**config.mk**
```make
export PLATFORM = sky130hd
export DESIGN_NAME = relay_driver_flat
export DESIGN_NICKNAME = d
export VERILOG_FILES = /design/src/rtl/relay_driver_if.sv /design/src/rtl/relay_driver.sv /design/src/flat_wrapper.sv
export SDC_FILE = /design/constraint.sdc
export NUM_CORES = 1
export LEC_CHECK = 0
export BUFFER_PORTS_ARGS = -buffer_cell sky130_fd_sc_hd__buf_2
export CAP_MARGIN = 20
export CORE_ASPECT_RATIO = 1.75
export CORE_MARGIN = 3
export CORE_UTILIZATION = 60
export CTS_CLUSTER_SIZE = 20
export DETAILED_ROUTE_END_ITERATION = 10
export PLACE_DENSITY = 0.88
export SKIP_CTS_REPAIR_TIMING = 1
export SLEW_MARGIN = 20
export SYNTH_ARGS = -nofsm -noshare
export SYNTH_HDL_FRONTEND = slang
export SYNTH_SLANG_ARGS = --single-unit
```
**constraint.sdc**
```tcl
create_clock -name clk -period 3.15 [get_ports clk]
set_input_delay 0.315 -clock clk [delete_from_list [all_inputs] [get_ports clk]]
set_output_delay 0.315 -clock clk [all_outputs]
set_load 0.005 [all_outputs]
```
**src/rtl/relay_driver_if.sv**
```systemverilog
// Relay driver bus: controller requests in, coil drive and status out.
interface relay_driver_if #(
  parameter int N_CH = 3
);
  logic [N_CH-1:0] req;
  logic            force_off;
  logic [N_CH-1:0] relay_out;
  logic [N_CH-1:0] pending;
  logic            busy;
  logic            sw_evt;
  logic [1:0]      sw_idx;

  modport master (
    output req, force_off,
    input  relay_out, pending, busy, sw_evt, sw_idx
  );

  modport slave (
    input  req, force_off,
    output relay_out, pending, busy, sw_evt, sw_idx
  );
endinterface

```
**src/rtl/relay_driver.sv**
```systemverilog
// Relay coil driver: per-channel minimum on/off dwell, one granted transition
// per stagger window in round-robin order, and an immediate global force-off.
module relay_driver #(
  parameter int N_CH    = 3,
  parameter int MIN_ON  = 16,
  parameter int MIN_OFF = 16,
  parameter int STAGGER = 8,
  parameter int CNT_W   = 16
) (
  input  logic           clk,
  input  logic           rst_n,
  relay_driver_if.slave  bus
);

  localparam int GAP_W = (STAGGER > 1) ? $clog2(STAGGER) : 1;
  localparam logic [GAP_W-1:0] GAP_RELOAD = GAP_W'(STAGGER - 1);
  localparam logic [CNT_W-1:0] DWELL_MAX  = '1;
  localparam logic [CNT_W-1:0] MIN_ON_C   = CNT_W'(MIN_ON);
  localparam logic [CNT_W-1:0] MIN_OFF_C  = CNT_W'(MIN_OFF);

  logic [N_CH-1:0]  relay_q, relay_d;
  logic [CNT_W-1:0] dwell_q [N_CH];
  logic [CNT_W-1:0] dwell_d [N_CH];
  logic [GAP_W-1:0] gap_q, gap_d;
  logic [1:0]       rr_q, rr_d;
  logic [1:0]       sw_idx_q, sw_idx_d;
  logic             sw_evt_q, sw_evt_d;
  logic             busy_q;

  logic [N_CH-1:0]  want;
  logic [N_CH-1:0]  elig;
  logic             found;

  // Effective request: force_off masks every turn-on.
  assign want = bus.req & ~{N_CH{bus.force_off}};

  // Per-channel eligibility from request, current drive and dwell time.
  always_comb begin
    elig = '0;
    for (int i = 0; i < N_CH; i++) begin
      elig[i] = (want[i] & ~relay_q[i] & (dwell_q[i] >= MIN_OFF_C)) |
                (~bus.req[i] & relay_q[i] & (dwell_q[i] >= MIN_ON_C));
    end
  end

  // Next state: force-off clears everything at once, else one round-robin grant when the gap is idle.
  always_comb begin
    relay_d  = relay_q;
    rr_d     = rr_q;
    sw_evt_d = 1'b0;
    sw_idx_d = sw_idx_q;
    found    = 1'b0;
    gap_d    = (gap_q != '0) ? gap_q - 1'b1 : gap_q;
    for (int i = 0; i < N_CH; i++) begin
      dwell_d[i] = (dwell_q[i] == DWELL_MAX) ? dwell_q[i] : dwell_q[i] + 1'b1;
    end
    if (bus.force_off && (|relay_q)) begin
      relay_d  = '0;
      gap_d    = GAP_RELOAD;
      sw_evt_d = 1'b1;
      // Descending scan so the lowest cleared channel is reported.
      for (int i = N_CH - 1; i >= 0; i--) begin
        if (relay_q[i]) begin
          dwell_d[i] = CNT_W'(1);
          sw_idx_d   = 2'(i);
        end
      end
    end else if (gap_q == '0) begin
      // Offset k from the pointer; channel i matches k when (rr+k) mod N_CH == i.
      for (int k = 0; k < N_CH; k++) begin
        for (int i = 0; i < N_CH; i++) begin
          if (!found && elig[i] &&
              ((int'(rr_q) + k == i) || (int'(rr_q) + k == i + N_CH))) begin
            found      = 1'b1;
            relay_d[i] = ~relay_q[i];
            dwell_d[i] = CNT_W'(1);
            rr_d       = (i == N_CH - 1) ? 2'd0 : 2'(i + 1);
            gap_d      = GAP_RELOAD;
            sw_evt_d   = 1'b1;
            sw_idx_d   = 2'(i);
          end
        end
      end
    end
  end

  // State registers; reset saturates dwell so the first turn-on is immediate.
  always_ff @(posedge clk or negedge rst_n) begin
    if (!rst_n) begin
      relay_q  <= '0;
      gap_q    <= '0;
      rr_q     <= '0;
      sw_idx_q <= '0;
      sw_evt_q <= 1'b0;
      busy_q   <= 1'b0;
      for (int i = 0; i < N_CH; i++) dwell_q[i] <= DWELL_MAX;
    end else begin
      relay_q  <= relay_d;
      gap_q    <= gap_d;
      rr_q     <= rr_d;
      sw_idx_q <= sw_idx_d;
      sw_evt_q <= sw_evt_d;
      busy_q   <= (gap_d != '0);
      for (int i = 0; i < N_CH; i++) dwell_q[i] <= dwell_d[i];
    end
  end

  assign bus.relay_out = relay_q;
  assign bus.pending   = want ^ relay_q;
  assign bus.busy      = busy_q;
  assign bus.sw_evt    = sw_evt_q;
  assign bus.sw_idx    = sw_idx_q;

endmodule
```
**src/flat_wrapper.sv**
```systemverilog
// flat-port wrapper written by rule: the top's interface ports become plain ports
module relay_driver_flat 
#(
  parameter int N_CH    = 3,
  parameter int MIN_ON  = 16,
  parameter int MIN_OFF = 16,
  parameter int STAGGER = 8,
  parameter int CNT_W   = 16
)
  (clk, rst_n, bus_req, bus_force_off, bus_relay_out, bus_pending, bus_busy, bus_sw_evt, bus_sw_idx);
  relay_driver_if #(.N_CH(N_CH)) bus_i ();
  input  logic clk;
  input  logic rst_n;
  input wire logic [$bits(bus_i.req)-1:0] bus_req;
  input wire logic [$bits(bus_i.force_off)-1:0] bus_force_off;
  output wire logic [$bits(bus_i.relay_out)-1:0] bus_relay_out;
  output wire logic [$bits(bus_i.pending)-1:0] bus_pending;
  output wire logic [$bits(bus_i.busy)-1:0] bus_busy;
  output wire logic [$bits(bus_i.sw_evt)-1:0] bus_sw_evt;
  output wire logic [$bits(bus_i.sw_idx)-1:0] bus_sw_idx;
  assign bus_i.req = bus_req;
  assign bus_i.force_off = bus_force_off;
  assign bus_relay_out = bus_i.relay_out;
  assign bus_pending = bus_i.pending;
  assign bus_busy = bus_i.busy;
  assign bus_sw_evt = bus_i.sw_evt;
  assign bus_sw_idx = bus_i.sw_idx;
  relay_driver #(.N_CH(N_CH), .MIN_ON(MIN_ON), .MIN_OFF(MIN_OFF), .STAGGER(STAGGER), .CNT_W(CNT_W)) u_core (.clk(clk), .rst_n(rst_n), .bus(bus_i));
endmodule
```
=== Word level (Yosys, flattened, before mapping) ===
Cells that the tools add are included.

* Divide/modulo/power cells: 0
* Order comparisons: 3
* Mux-type cells: 97
* $add $sub $neg: 6
* Bitwise gates (word level): 25
* Multiply operators: 0
* Equal/unequal tests: 17
* Reductions and logical operators: 51
* Shift-type cells: 0

{| class="wikitable"
|+ Operators with widths
! cell !! count
|-
| $mux 16 || 15
|-
| $eq 32x3->1 const B || 4
|-
| $eq 32x4->1 const B || 4
|-
| $logic_not 32->1 || 3
|-
| $mux 48 || 2
|-
| $eq 32x2->1 const B || 2
|-
| $add 16x1->16 const B || 3
|-
| $eq 16x16->1 const B || 3
|-
| $ge 16x5->1 const B || 3
|-
| $mux 2 || 23
|-
| $mux 1 || 43
|-
| $mux 3 || 14
|-
| $logic_and 1x1->1 || 18
|-
| $and 1x1->1 || 12
|-
| $reduce_bool 4->1 || 3
|-
| $reduce_bool 10->1 || 1
|-
| $reduce_bool 9->1 || 1
|-
| $logic_not 1->1 || 8
|-
| $logic_or 1x1->1 || 7
|-
| $not 1->1 || 7
|-
| $reduce_and 2->1 || 3
|-
| $reduce_and 3->1 || 2
|-
| $reduce_bool 3->1 || 2
|-
| $eq 2x2->1 const B || 2
|-
| 12 further kinds || 14
|}

* Output and inout port bits: 10
* ROM bits: 0
* Memories: 0
* Bits in registers: 60
* Bits in writable memories: 0
* Bits of input ports: 6
* Bits in latches: 0

=== Logic depth before layout (Yosys ltp) ===
* Depth in word-level cells: 58
* Mapped depth: 10
* Mapped depth without buffers: 7

=== Worst setup path before layout ===
Ideal clock, no wire load.

* Path kind: reg2reg
* Start: register u_core.dwell_q[32] in the netlist's numbering
* End: register u_core.dwell_q[32] in the netlist's numbering
* Cell stages (with the launch flop): 8
* Buffers on the path: 1
* Path slack: 1.160 ns
* Arrival: 1.902 ns
* Path through: dfstp_2 > ha_1 > and4_1 > clkbuf_1 > nand4_1 > or2_2 > xnor2_1 > or3_1

{| class="wikitable"
|+ RTL lines
! what !! RTL line !! source
|-
| start: declaration || relay_driver.sv:22 || <nowiki>logic [CNT_W-1:0] dwell_q [N_CH];</nowiki>
|}

==> results.md <==
* CTS buffer count at 9
* FMAX at 0.407 GHz
* Initial Util at 63.3%
* Syn_area_per_cell at 9.55 sq um
* Post-DR wirelength/cell at 16.9 um
* Status: completed
* Syn Inst Count at 399
* Inserted Diodes at 0
* Clock sink count at 60
* Final wirelength at 8270 um
* Worst r2r src: u_core.dwell_q[33]
* Max VDD drop at 0.617 mV
* Commonest non-fill, non-tap cell in the layout: dfstp_2
* # IOs at 16
* Ys async rst share at 100%
* Fillers at 492
* # rows at 37
* Overall Global Routing Usage at 25.1%
* Final Setup Violations at 0
* Final setup margin at 0.696 ns
* Sequential area share after synthesis at 41.0%
* Worst Path Arrival at 2.72 ns
* Clk slew on worst S/H paths at 0.07 ns
* WP data required at 3.41 ns
* Post-route clock skew at 0.0103 ns
* Max-Cap Viols at 0
* Total gr overflow at 0
* HPWL after DPL at 5960 um
* Placer Congestion at 0.849
* Die X-Extent at 66.2 um
* Reg-to-Reg End: u_core.dwell_q[32]
* Proportion of layout cells with a drive suffix above 1 at 24.1%
* Via density at 6.21
* Power Dens Cells at 853 mW/mm^2
* Clock Root Buffer: clkbuf_8
* Number of global-route vias before repair at 3108
* Relative slew slack at 40.5%
* Initial antenna violation count at 0
* Placed Cells at 474
* Vias after detailed routing at 3036
* Leakage at 1.70 nW
* Clock latency on the worst-skew pair at 0.35 ns
* First-pass GRT wire length at 14400 um
* CP Class: flop to flop
* Minimum setup slack among reg-to-reg paths at 0.70 ns
* Yosys cell types at 61
* Synth warnings at 0
* Final Max Slew Viols at 0
* Crit path launch type: flop
* Initial DRC count at 259
* Post-DRT Antenna Nets at 0
* R2r worst-path depth at 6
* Die height at 111 um
* Drt pass-1 iters at 4
* IO Port Bufs at 15
* Die area at 0.00738 sq mm
* Final hold violation count at 0
* Period utilization at 77.9%
* Crit end category: flop
* # DRC at 0
* Fin crit period at 2.45 ns
* CTS tree: yes
* Layout area overhead at 7.39%
* H-tree Lvls at 3
* Final non-filler cell total at 489
* Seq cells post-synth at 60
* Clock Path Buffers at 2
* Net Count, Synth at 418
* Final #Nets at 426
* Hold WC Path Type: input pin to asynchronous set/reset pin
* Core area at 0.00602 sq mm
* Largest net degree at the start of global routing at 42
* Post-synth EDFFs at 0
* Setup_tns at 0 ns
* Dpl ws at 0.724 ns
* RSZ-0062 raised after global routing: false
* Synthesized area at 0.00381 sq mm
* Post-synth top flop: dfstp_2
* Crit Path Max Fanout at 11
* Worst Tran Pin Value at 0.890 ns
* Most frequent cells in the layout: 48 x dfstp_2, 38 x nor3_1, 28 x nor2_1, 22 x nand2_1, 21 x inv_1
-- where the power goes --
part | internal, W | switching [W] | total (W) | leakage, nW
clock | 0.000448 | 0.000292 | 0.000740 | 0.109
sequential | 0.00124 | 0.000379 | 0.00162 | 0.643
combinational | 0.000490 | 0.000639 | 0.00113 | 0.943
total | 0.00218 | 0.00131 | 0.00349 | 1.70
-- registers in the layout (all words and copies together), names as in the netlist --
| register | count |
|---|---|
| u_core.bus.busy | 1 |
| u_core.gap_q | 3 |
| u_core.bus.relay_out | 3 |
| u_core.dwell_q | 48 |
| u_core.rr_q | 2 |
| u_core.bus.sw_idx | 2 |
| u_core.bus.sw_evt | 1 |
-- final cells by class --
class	count	area, sq um	area share (%)
Multi-Input combinational cell	299	2060	50.3
Tap cell	78	97.6	2.38
Clock buffer	14	183	4.46
Timing Repair Buffer	16	82.6	2.02
Inverter	21	78.8	1.93
Sequential cell	60	1560	38.2
Clock inverter	1	30.0	0.734
-- worst max path at each step --
stage,startpoint,to,slack [ns],cells past startpoint
2_1_floorplan,u_core.dwell_q[32],u_core.dwell_q[32],1.16,7
3_3_place_gp,u_core.dwell_q[32],u_core.dwell_q[32],0.82,6
3_5_place_dp,u_core.dwell_q[32],u_core.dwell_q[32],0.72,6
4_1_cts,u_core.dwell_q[32],u_core.dwell_q[32],0.71,6
5_1_grt,u_core.dwell_q[32],u_core.dwell_q[32],0.52,6
6_report,u_core.dwell_q[33],u_core.dwell_q[32],0.70,6
-- per-layer routing --
| layer | vias up | wire, um | global-route usage [%] |
|---|---|---|---|
| met4 | 0 | 303 | 13.0 |
| met3 | 25 | 281 | 5.15 |
| met5 | - | 0 | 0 |
| met2 | 81 | 4560 | 43.2 |
| li1 | 1453 | - | - |
| met1 | 1477 | 3130 | 28.2 |
-- kinds of logic (layout without fill, tap and decap cells) --
logic type	count (synthesis)	in the layout	synth area share [%]
xor gates and xnor gates	34	34	7.81
muxes	10	10	2.79
DFF	60	60	41.0
AOI/OAI and AO/OA	60	60	12.4
adders and majority gates	13	13	4.27
buffers and inverters	40	52	4.99
and+or+nand+nor	182	182	26.8
-- critical path, stage by stage, from the launching register on --
cell and delay (ns):
dfstp_2 0.56, ha_1 0.20, and4_1 0.33, nand4_1 0.39
or2_2 0.46, xnor2_1 0.13, or3_1 0.30
-- cell usage after synthesis (8+ instances only) --
cell type | instances | share of area [%]
and3_1 | 11 | 1.8
clkbuf_1 | 10 | 0.99
dfrtp_1 | 12 | 7.9
dfstp_2 | 48 | 33
ha_1 | 13 | 4.3
inv_1 | 21 | 2.1
mux2i_1 | 8 | 2.1
nand2_1 | 22 | 2.2
nand3_1 | 20 | 2.6
nand4_1 | 9 | 1.5
nor2_1 | 28 | 2.8
nor3_1 | 38 | 5.0
nor4_1 | 11 | 1.8
o21ai_0 | 15 | 2.0
xnor2_1 | 19 | 4.4
xor2_1 | 15 | 3.4
-- per-stage QoR --
stage | utilization [%] | total power [W] | hold slack [ns] | cell area, sq um
after detailed placement | 64.5 | 0.00273 | 0.486 | 3880
after floorplan | - | 0.00240 | 0.0194 | 3810
final | 68.0 | 0.00349 | 0.0847 | 4090
after global placement | 64.5 | 0.00265 | 0.481 | 3880
after global routing | 68.0 | 0.00373 | 0.122 | 4090
after CTS | 68.0 | 0.00349 | 0.107 | 4090
Note: power is estimated with default switching activity, not from simulation.
